### config.mk
export PLATFORM = sky130hd
export DESIGN_NAME = ahb_master
export DESIGN_NICKNAME = d
export VERILOG_FILES = /design/src/rtl/ahb_pkg.sv /design/src/rtl/ahb_lane_align.sv /design/src/rtl/ahb_master.sv
export SDC_FILE = /design/constraint.sdc
export NUM_CORES = 1
export LEC_CHECK = 0
export ABC_CLOCK_PERIOD_IN_PS = 8029
export CORE_MARGIN = 2
export CORE_UTILIZATION = 42
export CTS_CLUSTER_DIAMETER = 100
export DETAILED_ROUTE_END_ITERATION = 16
export GPL_TIMING_DRIVEN = 0
export PLACE_DENSITY = 0.81
export SLEW_MARGIN = 5
export SYNTH_ARGS = -nofsm -noshare
export SYNTH_HDL_FRONTEND = slang
export SYNTH_HIERARCHICAL = 1
export SYNTH_SLANG_ARGS = --single-unit
export TNS_END_PERCENT = 50
### constraint.sdc
create_clock -name hclk -period 8.03 [get_ports hclk]
set_input_delay 1.606 -clock hclk [delete_from_list [all_inputs] [get_ports hclk]]
set_output_delay 1.606 -clock hclk [all_outputs]
set_load 0.02 [all_outputs]
### src/rtl/ahb_pkg.sv
// rtl/ahb_pkg.sv - shared bus codes, FSM state encoding and command legality check
// Purpose: common definitions for AHB-Lite initiators.
// Contents: htrans/hsize/hburst code enums, initiator state enum, cmd_bad().
package ahb_pkg;

  typedef enum logic [1:0] {
    HTRANS_IDLE   = 2'b00,
    HTRANS_BUSY   = 2'b01,
    HTRANS_NONSEQ = 2'b10,
    HTRANS_SEQ    = 2'b11
  } htrans_t;

  typedef enum logic [2:0] {
    HSIZE_BYTE = 3'd0,
    HSIZE_HALF = 3'd1,
    HSIZE_WORD = 3'd2
  } hsize_t;

  typedef enum logic [2:0] {
    HBURST_SINGLE = 3'b000,
    HBURST_INCR4  = 3'b011
  } hburst_t;

  typedef enum logic [2:0] {
    ST_IDLE,
    ST_ADDR,
    ST_PIPE,
    ST_LAST,
    ST_ERR1,
    ST_ERR2
  } state_t;

  // A command is illegal if the size is unsupported, the start address is not
  // aligned to the beat size, or an INCR4 does not start on a 4-beat boundary
  // (which also guarantees the burst never crosses a 1 KB boundary).
  function automatic logic cmd_bad(input logic [2:0] size, input logic [31:0] addr,
                                   input logic incr4);
    logic bad;
    bad = 1'b0;
    case (size)
      HSIZE_BYTE: bad = incr4 && (addr[1:0] != 2'b00);
      HSIZE_HALF: bad = addr[0] || (incr4 && (addr[2:0] != 3'b000));
      HSIZE_WORD: bad = (addr[1:0] != 2'b00) || (incr4 && (addr[3:0] != 4'h0));
      default:    bad = 1'b1;
    endcase
    return bad;
  endfunction

endpackage

### src/rtl/ahb_lane_align.sv
// rtl/ahb_lane_align.sv - byte-lane placement of write data and extraction of read data
// Purpose: combinational lane steering for 32-bit AHB data buses.
// Ports: size/offset select the lanes; wdata (right-aligned) -> wdata_bus (lane-placed);
//        rdata_bus (lane-placed) -> rdata (right-aligned, zero-extended).
module ahb_lane_align
  import ahb_pkg::*;
(
  input  logic [2:0]  size,
  input  logic [1:0]  offset,
  input  logic [31:0] wdata,
  input  logic [31:0] rdata_bus,
  output logic [31:0] wdata_bus,
  output logic [31:0] rdata
);

  logic [31:0] rshift;

  always_comb begin
    wdata_bus = wdata;
    rdata     = rdata_bus;
    rshift    = rdata_bus;
    case (size)
      HSIZE_BYTE: begin
        wdata_bus = {24'h0, wdata[7:0]} << {offset, 3'b000};
        rshift    = rdata_bus >> {offset, 3'b000};
        rdata     = {24'h0, rshift[7:0]};
      end
      HSIZE_HALF: begin
        wdata_bus = {16'h0, wdata[15:0]} << {offset[1], 4'b0000};
        rshift    = rdata_bus >> {offset[1], 4'b0000};
        rdata     = {16'h0, rshift[15:0]};
      end
      default: begin
        wdata_bus = wdata;
        rdata     = rdata_bus;
      end
    endcase
  end

endmodule

### src/rtl/ahb_master.sv
// rtl/ahb_master.sv - AHB-Lite initiator issuing SINGLE or INCR4 transfers per command
// Purpose: accepts one command at a time, runs it on the bus with pipelined
//          address/data phases, wait states and two-cycle ERROR handling, then
//          reports completion with a done/err pulse.
// Ports: hclk/hreset (sync, active high); cmd_* request interface with cmd_ready;
//        rd_valid/rd_data read beat stream; done/err completion; h* AHB-Lite
//        master signals plus add_offset (haddr[1:0] of the current address phase).
module ahb_master
  import ahb_pkg::*;
(
  input  logic         hclk,
  input  logic         hreset,
  input  logic         cmd_valid,
  output logic         cmd_ready,
  input  logic         cmd_write,
  input  logic [31:0]  cmd_addr,
  input  logic [2:0]   cmd_size,
  input  logic         cmd_incr4,
  input  logic [127:0] cmd_wdata,
  output logic         rd_valid,
  output logic [31:0]  rd_data,
  output logic         done,
  output logic         err,
  output logic         hsel,
  output logic [31:0]  haddr,
  output logic [1:0]   htrans,
  output logic         hwrite,
  output logic [2:0]   hsize,
  output logic [2:0]   hburst,
  output logic [1:0]   add_offset,
  output logic [31:0]  hwdata,
  input  logic         hready,
  input  logic         hresp,
  input  logic [31:0]  hrdata
);

  state_t state, state_nx;

  // Address-phase beat (a_*) and data-phase beat (d_*) are tracked separately
  // because the two overlap by one beat in PIPE.
  logic [31:0]  a_addr;
  logic [1:0]   a_cnt;
  logic [1:0]   d_off;
  logic [1:0]   d_cnt;
  logic [2:0]   size_q;
  logic         write_q;
  logic         incr4_q;
  logic [127:0] wdata_q;

  logic         accept;
  logic         in_ap;
  logic         in_dp;
  logic         ap_done;
  logic         dp_ok;
  logic [31:0]  beat_wdata;
  logic [31:0]  lane_wdata;
  logic [31:0]  lane_rdata;

  assign accept  = cmd_valid && (state == ST_IDLE);
  assign in_ap   = (state == ST_ADDR) || (state == ST_PIPE);
  assign in_dp   = (state == ST_PIPE) || (state == ST_LAST) || (state == ST_ERR1);
  // An ERROR in PIPE cancels the address phase that is on the bus with it.
  assign ap_done = in_ap && hready && !((state == ST_PIPE) && hresp);
  assign dp_ok   = ((state == ST_PIPE) || (state == ST_LAST)) && hready && !hresp;

  assign beat_wdata = wdata_q[{d_cnt, 5'b00000} +: 32];
  assign add_offset = haddr[1:0];

  ahb_lane_align u_align (
    .size      (size_q),
    .offset    (d_off),
    .wdata     (beat_wdata),
    .rdata_bus (hrdata),
    .wdata_bus (lane_wdata),
    .rdata     (lane_rdata)
  );

  always_ff @(posedge hclk) begin
    if (hreset) state <= ST_IDLE;
    else        state <= state_nx;
  end

  always_comb begin
    state_nx = state;
    case (state)
      ST_IDLE: if (cmd_valid) state_nx = cmd_bad(cmd_size, cmd_addr, cmd_incr4) ? ST_ERR2 : ST_ADDR;
      ST_ADDR: if (hready) state_nx = incr4_q ? ST_PIPE : ST_LAST;
      ST_PIPE: begin
        if (hresp)                          state_nx = hready ? ST_ERR2 : ST_ERR1;
        else if (hready && (a_cnt == 2'd3)) state_nx = ST_LAST;
      end
      ST_LAST: begin
        if (hresp)       state_nx = hready ? ST_ERR2 : ST_ERR1;
        else if (hready) state_nx = ST_IDLE;
      end
      ST_ERR1: if (hready) state_nx = ST_ERR2;
      ST_ERR2: state_nx = ST_IDLE;
      default: state_nx = ST_IDLE;
    endcase
  end

  always_comb begin
    cmd_ready = (state == ST_IDLE);
    hsel      = in_ap || in_dp;
    htrans    = HTRANS_IDLE;
    haddr     = 32'h0;
    hwrite    = 1'b0;
    hsize     = 3'd0;
    hburst    = 3'd0;
    hwdata    = 32'h0;
    if (state == ST_ADDR)      htrans = HTRANS_NONSEQ;
    else if (state == ST_PIPE) htrans = HTRANS_SEQ;
    if (in_ap) begin
      haddr  = a_addr;
      hwrite = write_q;
      hsize  = size_q;
      hburst = incr4_q ? HBURST_INCR4 : HBURST_SINGLE;
    end
    if (in_dp && write_q) hwdata = lane_wdata;
    // ERR2 covers both rejected commands and the end of an ERROR response.
    done = ((state == ST_LAST) && hready && !hresp) || (state == ST_ERR2);
    err  = (state == ST_ERR2);
  end

  always_ff @(posedge hclk) begin
    if (hreset) begin
      a_addr   <= 32'h0;
      a_cnt    <= 2'd0;
      d_off    <= 2'd0;
      d_cnt    <= 2'd0;
      size_q   <= 3'd0;
      write_q  <= 1'b0;
      incr4_q  <= 1'b0;
      wdata_q  <= 128'h0;
      rd_valid <= 1'b0;
      rd_data  <= 32'h0;
    end else begin
      rd_valid <= 1'b0;
      if (accept) begin
        a_addr  <= cmd_addr;
        a_cnt   <= 2'd0;
        size_q  <= cmd_size;
        write_q <= cmd_write;
        incr4_q <= cmd_incr4;
        wdata_q <= cmd_wdata;
      end
      if (ap_done) begin
        d_off  <= a_addr[1:0];
        d_cnt  <= a_cnt;
        a_addr <= a_addr + (32'd1 << size_q);
        a_cnt  <= a_cnt + 2'd1;
      end
      if (dp_ok && !write_q) begin
        rd_valid <= 1'b1;
        rd_data  <= lane_rdata;
      end
    end
  end

endmodule

==> flow_summary.toml <==
[yosys]
synth_most_common_cell = "nand2_1"
avgSynthCellArea_um2 = 7.86
synth_flop_cell = "dfxtp_1"
synthesis.area_um2 = 10700
async_reset_ff_share_pct = 0
synth_edf_count = 0
synthDistinctLibCells = 81
synth.area.top_cells = "dfxtp_1 39%, nand2_1 14%, a21oi_1 9.9%"
synth_nets = 1577
synth_seq_area_share_pct = 38.6
synth_top_cell_area_share_pct = 38.6
synth_common_cells = "404 x nand2_1, 213 x a21oi_1, 207 x dfxtp_1, 90 x and2_1, 73 x clkbuf_1"
synthCells = 1365
yosysTopAreaCell = "dfxtp_1"
synth-seq-cells = 207
ys_warn_count = 6

[layout]
nets = 1913
num-fill-cells = 2301
area_delta_synth_final_pct = 40.0
drive_gt1_share_pct = 7.45
multiInputGateArea_um2 = 6030
stdcell_count = 2052
layout.area.seq_um2 = 4140

[critical_path]
slowest_delay_ns = 0.65
reg2reg_to = "a_addr[12]$_SDFFE_PP0P_"
startpoint_type = "flop"
crit_type = "reg -> out"
endpoint_kind = "output port"
cp_max_fo = 10
worst_ep_arrival_time_ns = 3.39
cp.depth = 7
regToRegSetupSlack_ns = 4.84
r2r-start = "size_q[2]$_SDFFE_PP0P_"
required_ns = 6.42
crit_slowest_cell = "mux4_2"
startpoint = "d_cnt[0]$_SDFFE_PP0P_"
reg2regPathDepth = 11
crit_buf_inv = 3
cp_top_family = "buffers and inverters"
path_cells = "clkbuf_1, buf_2, mux4_2, a22oi_1, o21ai_0, and2_1, clkdlybuf4s50_1"
cp-endpoint = "hwdata[12]"

[worst_hold_path]
min_path_type = "reg -> reg"
holdCritStartpoint = "wdata_q[24]$_SDFFE_PP0P_"

[clock_network]
cts_max_level = 1
clk_path_buf_depth = 3
clk_latency_ns = 0.52
cts_tree = "done"
cts.clk_slew.worst_paths_ns = 0.06
cts.repair.resized = 0
root_buffer = "clkbuf_16"
post_cts_buffers = 0
postCtsHoldBufs = 0
cts_buffers = 22
clock_sinks = 207

[power]
power.leakage_nw = 5.28
swShare_pct = 38.2
power_switching_mw = 1.49
power_frac_seq_pct = 35.0
power_density_nw_per_um2 = 259
p_int_mw = 2.41
combPwrFrac_pct = 37.7
clkPwrFrac_pct = 27.4
ir_drop_v = 0.000177

[global_routing]
grt_max_degree = 14
met1_usage_pct = 38.7
gr-total-overflow = 0
track_usage_pct = 30.4
grt_pass1_vias = 11100
grt_pass1_wl_um = 62700
top_usage_layer = "met2"
antenna_found_initial = 5
met2_usage_pct = 49.8
grt_use_met3_pct = 5.58

[die]
ios = 314
die_w_um = 164
die_area_um2 = 26800
fp.coreArea_um2 = 25100
rows = 58
die_h_um = 164
initial_core_util_pct = 42.7

[place]
routabilityCongestion = 0.982
dp_cells = 2007
port-buffer-count = 312
place_hpwl_um = 32900

[drt]
vias = 11800
wire_per_inst_um = 20.7
drc = 0
drt_first_pass_iters = 5
wirelength_um = 42400
routed_via_density = 5.73
ant_nets = 0
drtIter0Drc = 1109

[sta]
slew_violations = 0
min_period_ns = 4.99
slew_headroom_pct = 42.9
fin_tns_setup_ns = 0
setup_viol = 0
fin_worst_skew_ns = 0.0159
rsz0062_at_grt = "false"
period_share_pct = 62.2
holdWs_ns = 0.454
hold_viol = 0
max_slew.worst_pin.slew_ns = 0.850
max_freq_ghz = 0.200

[status]
status = "complete, no violations"

[flow_run]
maxCapViolations = 0
==> placed cells by master (no fill, tap or decap), drive strengths merged, types with 7 or more instances in the layout <==
cell type	n
o21ai	31
nor3	13
and2	90
and3b	10
a31oi	13
a21oi	214
nand2	406
a22o	9
mux4	32
or3	14
clkbuf	106
inv	8
a221o	7
ha	9
xnor2	7
a22oi	15
dfxtp	207
clkdlybuf4s50	312
and3	9
nor2	28
nand3	18
buf	42
nand4	8
a211oi	9
mux2i	10
==> how the worst min path moves through the flow <==
stage,cells after the start,slack (ns),end
finish,2,0.45,wdata_q[24]$_SDFFE_PP0P_
global route,2,0.47,wdata_q[19]$_SDFFE_PP0P_
CTS,2,0.45,wdata_q[83]$_SDFFE_PP0P_
detailed placement,2,0.45,wdata_q[83]$_SDFFE_PP0P_
global placement,2,0.44,wdata_q[26]$_SDFFE_PP0P_
floorplan,2,0.43,wdata_q[64]$_SDFFE_PP0P_
==> power by group through the flow <==
stage / registers (mW) / logic (mW) / clock network (mW)
after CTS: 1.35 / 1.44 / 1.07
after floorplan: 1.32 / 0.901 / 0
after detailed placement: 1.37 / 1.43 / 0
after global placement: 1.36 / 1.41 / 0
after global routing: 1.38 / 1.57 / 1.11
final: 1.36 / 1.47 / 1.06
==> cell families (layout without fill, tap and decap cells) <==
logic type / count (synthesis) / after routing / synth area share, %
mux: 46 / 46 / 8.07
simple gates: 624 / 624 / 27.0
xor+xnor: 9 / 9 / 0.735
flops: 207 / 207 / 38.6
fa+ha+maj: 10 / 10 / 1.24
other cells: 1 / 6 / 0.0350
buf+inv: 124 / 476 / 5.18
compound gates: 344 / 344 / 19.1
==> stage by stage <==
step | util, % | cell area (um2) | total power, mW | worst slack, ns
2_1_floorplan | - | 10700 | 2.22 | 4.34
3_3_place_gp | 56.8 | 14300 | 2.77 | 3.19
3_5_place_dp | 56.8 | 14300 | 2.80 | 3.18
4_1_cts | 59.8 | 15000 | 3.86 | 3.04
5_1_grt | 59.8 | 15000 | 4.06 | 2.87
6_report | 59.8 | 15000 | 3.89 | 3.04
==> worst min-delay path: cells and delay by family (launching register included) <==
kind	cells	cell delay, ns
AND/OR/NAND/NOR	1	0.05
flip-flops	1	0.31
AO/OA/AOI/OAI	1	0.05
==> registers in the layout, indices dropped and copies added, names as in the netlist <==
name and count:
a_addr 32, d_cnt 2, d_off 2, state 3
write_q 1, wdata_q 128, rd_data 32, a_cnt 2
rd_valid 1, incr4_q 1, size_q 3
==> layout make-up <==
| class | instances | share of cell area, % |
|---|---|---|
| Antenna cell | 5 | 0.0833 |
| Sequential cell | 207 | 27.6 |
| Clock buffer | 32 | 4.11 |
| Inverter | 8 | 0.200 |
| Timing Repair Buffer | 312 | 20.8 |
| Tap cell | 330 | 2.75 |
| Buffer | 116 | 3.50 |
| Multi-Input combinational cell | 1034 | 40.1 |
| Clock inverter | 8 | 0.866 |
==> layer usage <==
metal	up-vias	part of all wire (%)
li1	5396	-
met1	5567	40
met2	669	47
met3	128	9.2
met4	0	4.5
met5	-	0
Note: power is estimated with default switching activity, not from simulation.
==> edit, RTL diff (same settings) <==
Reset style: asynchronous (`hreset`), changed in 2 clocked blocks.
--- a/src/rtl/ahb_master.sv
+++ b/src/rtl/ahb_master.sv
@@ -77,3 +77,3 @@
 
-  always_ff @(posedge hclk) begin
+  always_ff @(posedge hclk or posedge hreset) begin
     if (hreset) state <= ST_IDLE;
@@ -124,3 +124,3 @@
 
-  always_ff @(posedge hclk) begin
+  always_ff @(posedge hclk or posedge hreset) begin
     if (hreset) begin
Behaviour: differs if hreset is asserted again (counterexample within 4 cycles, from zero or initial values and one cycle with hreset high); with hreset held inactive, the same outputs for 4 cycles.
==> edit against the original RTL <==
  * Setup slack got worse by 890 ps
  * First-iteration DRC count decreased by 13%
  * Wire length decreased by 6.1%
  * Clock skew decreased by 4.1 ps
  * Final area increased by 4.5%
  * Non-clock buffer count decreased by 26
  * Sequential cell count unchanged
  * Area after synthesis increased by 5.1%
Power is not compared: it rests on default switching activity, and its combinational part moved more than twofold at a synthesized area within 25%.
==> edit: results (changes against the original RTL) <==
| Metric | Value |
|---|---|
| Filler instances | `2206 (-4.1%)` |
| Arr. time, crit path | `4280 ps (+890 ps)` |
| Antenna violations before repair | `2 (-3)` |
| CTS buffer count | `24 (+9.1%)` |
| Place WS | `2700 ps (-481 ps)` |
| DRT Pass-1 Iters | `7 (+2)` |
| CTS Buffer Depth | `3 (unchanged)` |
| Vias post-DR | `11000 (-6.7%)` |
| First-pass GRT wire length | `60400 µm (-3.7%)` |
| Status | `complete, no violations` |
| Post-detail-place hpwl | `29900 µm (-9.2%)` |
| Met2 WL post-DR | `18800 µm (-5.0%)` |
| Worst-Margin Slew | `1060 ps (+207 ps)` |
| Total GRT Usage | `27.6% (-2.9 points)` |
| Drt first-iter violations | `970 (-13%)` |
| Vias/cell | `5.66 (-1.3%)` |
| Async set-reset flop share out of synthesis | `100% (+100 points)` |
| Hold Crit Start | `wdata_q[121]` |
| CP startpoint | `d_cnt[1]` |
| Synth top cells by count | `nand2_1 (465), dfrtp_1 (207), and2_1 (91), clkbuf_1 (52), mux2_2 (36)` |
| Post-synth top flop | `dfrtp_1` |
| Worst r2r src | `size_q[1]` |
| Share of cells above drive strength 1 | `9.42% (+2.0 points)` |
| Wire length on met1 | `15900 µm (-5.9%)` |
| Post-Syn Nets | `1460 (-7.4%)` |
| Count of cell types in the netlist | `65 (-20%)` |
| Post-CTS sizing | `0 (unchanged)` |
| Worst-Skew Late Latency | `530 ps` |
| Routed wl met3 | `3500 µm (-10%)` |
| Area after DPL | `14900 µm² (+4.1%)` |
| Routability cong. | `0.885 (-9.9%)` |
| Synth area leaders | `dfrtp_1 (46%), nand2_1 (15%), mux4_2 (6.4%), and2_1 (5.0%), mux2_2 (3.6%)` |
| Max Clock Skew | `11.8 ps (-4.10 ps)` |
| Largest net degree at the start of global routing | `108 (+94)` |
[edit: power by group through the flow]
| stage | clock, mW | combinational, mW | sequential (mW) |
|---|---|---|---|
| after global placement | 0 | 3.01 | 1.83 |
| after floorplan | 0 | 1.89 | 1.83 |
| after CTS | 1.18 | 3.11 | 1.84 |
| after global routing | 1.23 | 3.36 | 1.90 |
| final | 1.17 | 3.12 | 1.85 |
| after detailed placement | 0 | 3.09 | 1.85 |
[edit: final cells by class]
type,instances,area (µm²),share of cell area (%)
clock inverters,10,164,1.04
inverters,9,41.3,0.263
flip-flops and latches,207,5180,33.0
multi-input cells,943,5660,36.1
repair buffers,313,3150,20.1
well taps,335,419,2.67
clock buffers,32,671,4.27
diodes,2,5.00,0.0319
plain buffers,89,403,2.57
[edit: routing by layer]
metal | global-route usage [%] | vias to the layer above
li1 | - | 4918
met1 | 35.4 | 5320
met3 | 5.67 | 117
met2 | 45.7 | 620
met4 | 11.5 | 0
met5 | 0 | -
[edit: final timing paths]
path	cells after the start	slack, ps	to
min reg2reg	2	470	wdata_q[121]
min	2	470	wdata_q[121]
min in group asynchronous	2	1640	a_addr[7]
max in group asynchronous	3	5380	wdata_q[5]
max reg2reg	9	4470	a_addr[18]
max	8	2140	hwdata[10]
[edit: kinds of logic after synthesis]
kind of cell    Yosys count  share of synthesized area [%]
xor+xnor                  9                          0.699
other cells               1                         0.0332
buf+inv                  98                           3.87
simple gates            659                           25.9
compound gates          180                           11.0
mux                      84                           11.4
fa+ha+maj                10                           1.18
flops                   207                           45.9
[edit: worst min-delay path: cells and delay by family (launching register included)]
family        cells  cell delay (ps)
flops             1              340
simple gates      2              100
